$ cat src/rtl/diff_in_failover_pkg.sv
// Shared types and defaults for the differential-input failover monitor.
// cnt_w() sizes the counters that must hold values up to n.
package diff_in_failover_pkg;

    typedef enum logic [2:0] {
        ST_INIT,
        ST_PRI,
        ST_SEC,
        ST_HOLD,
        ST_FLT
    } state_t;

    localparam int DEF_WINDOW      = 256;
    localparam int DEF_MIN_EDGES   = 8;
    localparam int DEF_INVALID_MAX = 4;
    localparam int DEF_HOLDOFF     = 16;
    localparam int DEF_REVERT      = 1;

    function automatic int cnt_w(input int n);
        return (n <= 1) ? 1 : $clog2(n + 1);
    endfunction

endpackage

$ cat src/rtl/diff_lane_mon.sv
// Per-lane health monitor: synchronizes O/OB, counts O edges and flags invalid (O==OB) runs.
// ok_now is the lane verdict including this cycle's events, sampled by the top at window end.
module diff_lane_mon
    import diff_in_failover_pkg::*;
#(
    parameter int MIN_EDGES   = DEF_MIN_EDGES,
    parameter int INVALID_MAX = DEF_INVALID_MAX
) (
    input  logic clk_sys,
    input  logic rst_b,
    input  logic o,
    input  logic ob,
    input  logic we,
    output logic ok_now
);

    localparam int EW = cnt_w(MIN_EDGES);
    localparam int IW = cnt_w(INVALID_MAX);
    localparam logic [EW-1:0] EDGE_SAT = EW'(MIN_EDGES);
    localparam logic [IW-1:0] RUN_SAT  = IW'(INVALID_MAX);

    logic [1:0]    o_sync;
    logic [1:0]    ob_sync;
    logic          o_q;
    logic [EW-1:0] edges;
    logic [EW-1:0] edges_nx;
    logic [IW-1:0] run;
    logic [IW-1:0] run_nx;
    logic          invalid_seen;
    logic          invalid_now;
    logic          edge_hit;
    logic          same;

    always_ff @(posedge clk_sys or negedge rst_b) begin
        if (!rst_b) begin
            o_sync       <= '0;
            ob_sync      <= '0;
            o_q          <= 1'b0;
            edges        <= '0;
            run          <= '0;
            invalid_seen <= 1'b0;
        end else begin
            o_sync       <= {o_sync[0], o};
            ob_sync      <= {ob_sync[0], ob};
            o_q          <= o_sync[1];
            run          <= run_nx;
            // The window-end verdict already includes this cycle, so start the new window empty.
            edges        <= we ? '0 : edges_nx;
            invalid_seen <= we ? 1'b0 : invalid_now;
        end
    end

    always_comb begin
        edge_hit = o_sync[1] ^ o_q;
        same     = (o_sync[1] == ob_sync[1]);

        edges_nx = edges;
        if (edge_hit && (edges != EDGE_SAT)) edges_nx = edges + 1'b1;

        run_nx = '0;
        if (same) run_nx = (run == RUN_SAT) ? run : run + 1'b1;

        invalid_now = invalid_seen || (run_nx == RUN_SAT);
        ok_now      = (edges_nx >= EDGE_SAT) && !invalid_now;
    end

endmodule

$ cat src/rtl/diff_in_failover.sv
// Two-lane differential input failover: windowed lane health, selection FSM with hold-off.
//  state | meaning
//  INIT  | after reset, waiting for the first window verdict
//  PRI   | lane 0 selected and healthy
//  SEC   | lane 1 selected and healthy
//  HOLD  | unlocked for HOLDOFF cycles before applying target lane
//  FLT   | no healthy lane, selection frozen
module diff_in_failover
    import diff_in_failover_pkg::*;
#(
    parameter int WINDOW      = DEF_WINDOW,
    parameter int MIN_EDGES   = DEF_MIN_EDGES,
    parameter int INVALID_MAX = DEF_INVALID_MAX,
    parameter int HOLDOFF     = DEF_HOLDOFF,
    parameter int REVERT      = DEF_REVERT
) (
    input  logic       CLK,
    input  logic       RST_N,
    input  logic       O0,
    input  logic       OB0,
    input  logic       O1,
    input  logic       OB1,
    output logic       SEL,
    output logic       LOCKED,
    output logic       FAULT,
    output logic [1:0] LANE_OK,
    output logic [7:0] SWITCHES
);

    localparam int WW = cnt_w(WINDOW - 1);
    localparam int HW = cnt_w(HOLDOFF);
    localparam logic [WW-1:0] WIN_LAST  = WW'(WINDOW - 1);
    localparam logic [HW-1:0] HOLD_LOAD = HW'(HOLDOFF - 1);

    logic [WW-1:0] win_cnt;
    logic          we;
    logic          we_d;
    logic          ok_now0;
    logic          ok_now1;

    state_t        state, state_nx;
    logic          target, target_nx;
    logic [HW-1:0] hold_cnt, hold_nx;
    logic          sel_nx;
    logic          locked_nx;
    logic          fault_nx;
    logic [7:0]    switches_nx;
    logic          enter_hold;
    logic          hold_tgt;

    diff_lane_mon #(.MIN_EDGES(MIN_EDGES), .INVALID_MAX(INVALID_MAX)) u_lane0 (
        .clk_sys(CLK), .rst_b(RST_N), .o(O0), .ob(OB0), .we(we), .ok_now(ok_now0)
    );

    diff_lane_mon #(.MIN_EDGES(MIN_EDGES), .INVALID_MAX(INVALID_MAX)) u_lane1 (
        .clk_sys(CLK), .rst_b(RST_N), .o(O1), .ob(OB1), .we(we), .ok_now(ok_now1)
    );

    assign we = (win_cnt == WIN_LAST);

    always_ff @(posedge CLK or negedge RST_N) begin
        if (!RST_N) begin
            win_cnt  <= '0;
            we_d     <= 1'b0;
            LANE_OK  <= 2'b00;
            state    <= ST_INIT;
            target   <= 1'b0;
            hold_cnt <= '0;
            SEL      <= 1'b0;
            LOCKED   <= 1'b0;
            FAULT    <= 1'b0;
            SWITCHES <= '0;
        end else begin
            win_cnt  <= we ? '0 : win_cnt + 1'b1;
            we_d     <= we;
            if (we) LANE_OK <= {ok_now1, ok_now0};
            state    <= state_nx;
            target   <= target_nx;
            hold_cnt <= hold_nx;
            SEL      <= sel_nx;
            LOCKED   <= locked_nx;
            FAULT    <= fault_nx;
            SWITCHES <= switches_nx;
        end
    end

    // Health-driven transitions fire only on the cycle after window end, when LANE_OK is fresh.
    always_comb begin
        state_nx    = state;
        target_nx   = target;
        hold_nx     = hold_cnt;
        sel_nx      = SEL;
        locked_nx   = LOCKED;
        fault_nx    = FAULT;
        switches_nx = SWITCHES;
        enter_hold  = 1'b0;
        hold_tgt    = 1'b0;

        case (state)
            ST_INIT: begin
                if (we_d) begin
                    if (LANE_OK[0]) begin
                        state_nx  = ST_PRI;
                        locked_nx = 1'b1;
                    end else if (LANE_OK[1]) begin
                        enter_hold = 1'b1;
                        hold_tgt   = 1'b1;
                    end else begin
                        state_nx = ST_FLT;
                        fault_nx = 1'b1;
                    end
                end
            end
            ST_PRI: begin
                if (we_d && !LANE_OK[0]) begin
                    if (LANE_OK[1]) begin
                        enter_hold = 1'b1;
                        hold_tgt   = 1'b1;
                    end else begin
                        state_nx  = ST_FLT;
                        locked_nx = 1'b0;
                        fault_nx  = 1'b1;
                    end
                end
            end
            ST_SEC: begin
                if (we_d) begin
                    if (LANE_OK[0] && ((REVERT != 0) || !LANE_OK[1])) begin
                        enter_hold = 1'b1;
                        hold_tgt   = 1'b0;
                    end else if (!LANE_OK[0] && !LANE_OK[1]) begin
                        state_nx  = ST_FLT;
                        locked_nx = 1'b0;
                        fault_nx  = 1'b1;
                    end
                end
            end
            ST_HOLD: begin
                if (hold_cnt == '0) begin
                    state_nx  = target ? ST_SEC : ST_PRI;
                    sel_nx    = target;
                    locked_nx = 1'b1;
                    if ((target != SEL) && (SWITCHES != 8'hFF)) switches_nx = SWITCHES + 8'd1;
                end else begin
                    hold_nx = hold_cnt - 1'b1;
                end
            end
            ST_FLT: begin
                if (we_d) begin
                    if (LANE_OK[0]) begin
                        enter_hold = 1'b1;
                        hold_tgt   = 1'b0;
                    end else if (LANE_OK[1]) begin
                        enter_hold = 1'b1;
                        hold_tgt   = 1'b1;
                    end
                end
            end
            default: begin
                state_nx  = ST_INIT;
                locked_nx = 1'b0;
                fault_nx  = 1'b0;
            end
        endcase

        if (enter_hold) begin
            state_nx  = ST_HOLD;
            target_nx = hold_tgt;
            hold_nx   = HOLD_LOAD;
            locked_nx = 1'b0;
            fault_nx  = 1'b0;
        end
    end

endmodule
$ cat config.mk
export PLATFORM = sky130hd
export DESIGN_NAME = diff_in_failover
export DESIGN_NICKNAME = d
export VERILOG_FILES = /design/src/rtl/diff_in_failover_pkg.sv /design/src/rtl/diff_lane_mon.sv /design/src/rtl/diff_in_failover.sv
export SDC_FILE = /design/constraint.sdc
export NUM_CORES = 1
export LEC_CHECK = 0
export BUFFER_PORTS_ARGS = -buffer_cell sky130_fd_sc_hd__buf_4
export CAP_MARGIN = 20
export CORE_MARGIN = 2
export CORE_UTILIZATION = 30
export CTS_BUF_LIST = sky130_fd_sc_hd__clkbuf_8 sky130_fd_sc_hd__clkbuf_16
export CTS_CLUSTER_DIAMETER = 30
export CTS_CLUSTER_SIZE = 28
export DETAILED_ROUTE_END_ITERATION = 12
export GPL_TIMING_DRIVEN = 0
export SLEW_MARGIN = 20
export SYNTH_ARGS = -nofsm -noshare
export SYNTH_HDL_FRONTEND = slang
export SYNTH_SLANG_ARGS = --single-unit
$ cat constraint.sdc
create_clock -name CLK -period 5.1 [get_ports CLK]
set_clock_uncertainty 0.2 [all_clocks]
set_input_delay 0.255 -clock CLK [delete_from_list [all_inputs] [get_ports CLK]]
set_output_delay 0.255 -clock CLK [all_outputs]
set_load 0.1 [all_outputs]
## After elaboration in Yosys (flattened, before gate mapping)

Cells that the tools add are included.

| cells by class | value |
|---|---|
| shift-type cells | 0 |
| $add $sub $neg | 7 |
| bitwise logic cells | 2 |
| div/mod/pow operators | 0 |
| order comparisons | 2 |
| multipliers | 0 |
| reduce and logical (&&, ||, !) cells | 24 |
| equal/unequal tests | 27 |
| multiplexer cells | 54 |

Operators with widths:

| operator | number |
|---|---|
| two-way mux 3 bit | 13 |
| two-way mux 1 bit | 27 |
| != test 3 bit (second input constant) | 9 |
| adder 8 x 1 -> 8 bit (second input constant) | 2 |
| two-way mux 4 bit | 4 |
| equality test 3 bit (second input constant) | 5 |
| two-way mux 5 bit | 3 |
| case mux 3 bit (5 select lines) | 1 |
| AND reduction 7 bit | 2 |
| AND reduction 9 bit | 1 |
| adder 4 x 1 -> 4 bit (second input constant) | 2 |
| equality test 8 bit (second input constant) | 1 |
| >= comparator 4 bit (second input constant) | 2 |
| two-way mux 8 bit | 1 |
| != test 4 bit (second input constant) | 2 |
| != test 8 bit (second input constant) | 1 |
| case mux 1 bit (4 select lines) | 2 |
| logical AND 1 bit | 7 |
| adder 3 x 1 -> 3 bit (second input constant) | 2 |
| equality test 3 x 2 -> 1 bit (second input constant) | 2 |
| logical NOT 5 bit | 1 |
| case mux 1 bit (5 select lines) | 1 |
| subtractor 5 x 1 -> 5 bit (second input constant) | 1 |
| logical NOT 1 bit | 4 |
| 14 further kinds | 20 |

| word-level totals | value |
|---|---|
| bits in latches | 0 |
| register bits after elaboration | 57 |
| bits in writable memories | 0 |
| bits in read-only memories | 0 |
| output and inout bits | 13 |
| memories kept | 0 |
| logic and storage cells | 138 |
| input bits | 6 |

## Longest topological paths before layout

| depth | value |
|---|---|
| word-level depth | 7 |
| mapped depth | 8 |
| mapped depth without buffers | 6 |

## By module

A second synthesis with hierarchy kept.

| second synthesis, totals | value |
|---|---|
| cells, all modules | 252 |
| area, all modules | 2735.1 um^2 |

By module, submodules not included:

| module | sequential area each (um^2) | instances | cells an instance | area each (um^2) |
|---|---|---|---|---|
| diff_in_failover | 775.7 | 1 | 159 | 1639.1 |
| diff_lane_mon (u_lane0) | 325.3 | 1 | 46 | 548.0 |
| diff_lane_mon (u_lane1) | 325.3 | 1 | 47 | 548.0 |

## Worst setup path after synthesis

No wires, ideal clock.

| path | value |
|---|---|
| path kind | reg2reg |
| start | register SWITCHES[0] |
| end | register SWITCHES[1] |
| data required time | 4.772 ns |
| buffers on the path | 0 |
| library setup time | 0.128 ns |
| stages on the path, launching flop included | 6 |
| setup slack | 2.436 ns |
| period minus slack after synthesis | 2.664 ns |
| data arrival time | 2.336 ns |
| cells stage by stage | dfrtp_1 -> ha_1 -> nand3_1 -> nor3_1 -> nor2_1 -> mux2_1 |

| on the way | value |
|---|---|
| longest elaborated chain between the ends | 3 |
| elaborated cells on any way between the ends | 4 |
| classes of those cells | add/sub: 1; eq/ne: 1; reduce/logical: 2 |

RTL lines:

| item | RTL line | source |
|---|---|---|
| start, declared | diff_in_failover.sv:27 | `output logic [7:0] SWITCHES` |
| start signal, assigned | diff_in_failover.sv:83 | `SWITCHES <= switches_nx;` |
| branches (longest 3 deep; another with adder 8 x 1 -> 8 bit) | - |  |

Parallel ways; which one is timed is not known.
A chain may end at the register's enable or synchronous reset.

## Final worst setup path

| path | value |
|---|---|
| start | register hold_cnt[0] |
| end | register SWITCHES[7] |

| on the way | value |
|---|---|
| longest elaborated chain between the ends | 2 |

RTL lines:

| item | RTL line | source |
|---|---|---|
| start, declared | diff_in_failover.sv:43 | `logic [HW-1:0] hold_cnt, hold_nx;` |
| start signal, assigned | diff_in_failover.sv:79 | `hold_cnt <= hold_nx;` |
| logical NOT 5 bit | diff_in_failover.sv:139 | `if (hold_cnt == '0) begin` |
| AND reduction 3 bit (no source line) | - |  |

No other way between the ends.

==> results.ini <==
[placed_design]
dp.cells = 376
dp_hpwl_um = 2980
gp_congestion = 0.838
port_buffers = 18

[finish]
nets = 302
final_util = 0.368
finalNonFillerCells = 397
nFillCells = 868
drive_gt1_frac = 0.131
num_antenna_cells = 0
syn2layout_area_growth_pct = 20.3

[critical_path]
worstReg2RegEnd = SWITCHES[7]
arrival_ps = 2740
crit_type = flip-flop to flip-flop
start_kind = flip-flop
required_ps = 5160
reg2reg_slack_ps = 2420
worstPathMaxFanout = 7
reg2regPathDepth = 8
endpoint_kind = flip-flop
reg2reg_from = hold_cnt[0]

[clocking]
cts_tree = yes
h-tree-depth = 3
post_cts_buffers = 0
cts_max_path_buffers = 2
clock-root-buffer = clkbuf_8
cts_sinks = 57
cts_inserted_buffers = 9
clk_latency_ps = 330
clk_pin_slew_ps = 70

[timing]
worst_pin_slew_ps = 708
relSlewSlack = 0.528
fmax_mhz = 373
setup_viol = 0
drv_slew = 0
fin_crit_ps = 2680
hold_viol = 0
hold_ws_ps = 147
fin_setup_tns_ps = 0
rsz0062_at_grt = false
period_share = 0.526

[logic_synthesis]
syn_inst = 250
yosysMostFrequentCell = dfrtp_1
ys_seq_area_frac = 0.540
syn_nets = 268
synth.area.top_cells = dfrtp_1 54%, xor2_1 6.3%, ha_1 5.7%
ys_top_cells_by_count = 57 x dfrtp_1, 22 x nor2_1, 20 x nand2_1, 19 x xor2_1, 16 x inv_1
synth_area_um2 = 2640
ys_seq_elements = 57
synth_area_per_cell_um2 = 10.6
async_flop_share = 1.00
synth.largest_area_cell = dfrtp_1
ys_warn_count = 0
yosysTopAreaCellShare = 0.540
synth_edf_count = 0
ys_types = 40
ys.flop_type = dfrtp_1

[power_and_ir_drop]
ir_drop_v = 0.000150
p_per_area_nw_per_um2 = 364
cellLeakagePower_nw = 1.49

[route]
drc = 0
drt_iter0_drc = 103
via_count = 1802
routedWlPerCell_um = 11.1
drt-vias-per-instance = 4.54
drtPass1Iterations = 4
drt-total-wl_um = 4410
ant_nets = 0

[run]
drv_cap = 0

[floorplanning]
std_cell_rows = 34
initial_utilization = 0.306
fp.dieH_um = 97.9
dieArea_um2 = 9580
die_w_um = 97.9
ios = 19
design.core.area_um2 = 8640

[min_path]
hold_class = flip-flop to flip-flop
whs_endpoint = u_lane0.ob_sync[1]
whs_path_depth = 0
worstHoldStart = u_lane0.ob_sync[0]

[global_routing]
antenna_found_initial = 0
grt-ovfl-total = 0
grt_max_degree = 58
grt_pass1_vias = 1815
grt_first_pass_wirelength_um = 8250
track_usage = 0.106

[run_status]
status = completed

==> layout make-up <==
cell class | count | area [um^2] | share of cell area
well taps | 108 | 135 | 0.0425
repair buffers | 23 | 185 | 0.0582
flip-flops and latches | 57 | 1430 | 0.449
clock buffers | 12 | 165 | 0.0519
clock inverters | 4 | 50.0 | 0.0157
multi-input cells | 166 | 1110 | 0.348
plain buffers | 10 | 46.3 | 0.0146
inverters | 17 | 63.8 | 0.0201
==> layer usage <==
metal | up-vias | share of wire | global-route usage
met5 | - | 0 | 0
met4 | 0 | 0.011 | 0.0321
met3 | 7 | 0.048 | 0.0501
met2 | 25 | 0.45 | 0.161
met1 | 857 | 0.49 | 0.135
li1 | 913 | - | -
==> worst max path at each step <==
stage | slack [ps] | startpoint | cells after the start | to
3_3_place_gp | 2440 | hold_cnt[0] | 8 | SWITCHES[1]
4_1_cts | 2410 | hold_cnt[0] | 8 | SWITCHES[1]
2_1_floorplan | 2440 | SWITCHES[0] | 5 | SWITCHES[1]
5_1_grt | 2270 | hold_cnt[0] | 8 | SWITCHES[1]
6_report | 2420 | hold_cnt[0] | 8 | SWITCHES[7]
3_5_place_dp | 2410 | hold_cnt[0] | 8 | SWITCHES[1]
==> registers in the layout, summed over array words and instances (netlist names), 2 cells and up <==
register and count:
hold_cnt 5, u_lane0.run 3, u_lane0.o_sync 2, LANE_OK 2, win_cnt 8, u_lane1.o_sync 2, SWITCHES 8, u_lane1.run 3
u_lane1.edges 4, u_lane1.ob_sync 2, state 3, u_lane0.ob_sync 2, u_lane0.edges 4
==> where the power goes <==
group	internal, mW	switching (mW)
logic	0.0757	0.0840
registers	0.510	0.0436
clock network	0.264	0.179
total	0.850	0.306
==> stage by stage <==
stage | cell area, um^2 | total power, mW | setup WS (ps)
global route | 3180 | 1.24 | 2270
CTS | 3180 | 1.18 | 2410
finish | 3180 | 1.16 | 2420
global placement | 2910 | 0.713 | 2440
detailed placement | 2910 | 0.722 | 2410
floorplan | 2640 | 0.678 | 2440
==> cell usage in the layout, fill, tap and decap left out, types with 4 or more instances in the layout <==
master	n
nor4_1	4
clkbuf_1	6
xnor2_1	10
buf_4	18
nand4_1	5
xor2_1	19
nand2_1	20
a21oi_1	5
dfrtp_1	57
nor2_1	22
nand3_1	12
nor3_1	7
o211ai_1	5
and3_1	4
o21ai_0	6
ha_1	12
clkbuf_8	12
inv_1	16
dlygate4sd3_1	5
==> worst max-delay path, stage by stage, from the launching register on <==
cell	delay (ps)
dfrtp_1	380
inv_1	110
ha_1	160
or4b_1	420
buf_2	170
or4_4	480
buf_6	150
nor4_1	360
xor2_1	180
==> kinds of logic (layout without fill, tap and decap cells) <==
logic type	count (synthesis)	in the layout	synth area share
AOI/OAI and AO/OA	33	33	0.0842
buffers and inverters	27	66	0.0416
muxes	4	4	0.0156
xor gates and xnor gates	29	29	0.0961
adders and majority gates	12	12	0.0568
and+or+nand+nor	88	88	0.166
DFF	57	57	0.540
==> what timing repair did <==
item / in CTS / in global routing
setup endpoints to repair: 0 / 0
hold endpoints to repair: 61 / 0
hold buffers: 5 / 0
resized for setup: 0 / 0
Note: power is estimated with default switching activity, not from simulation.
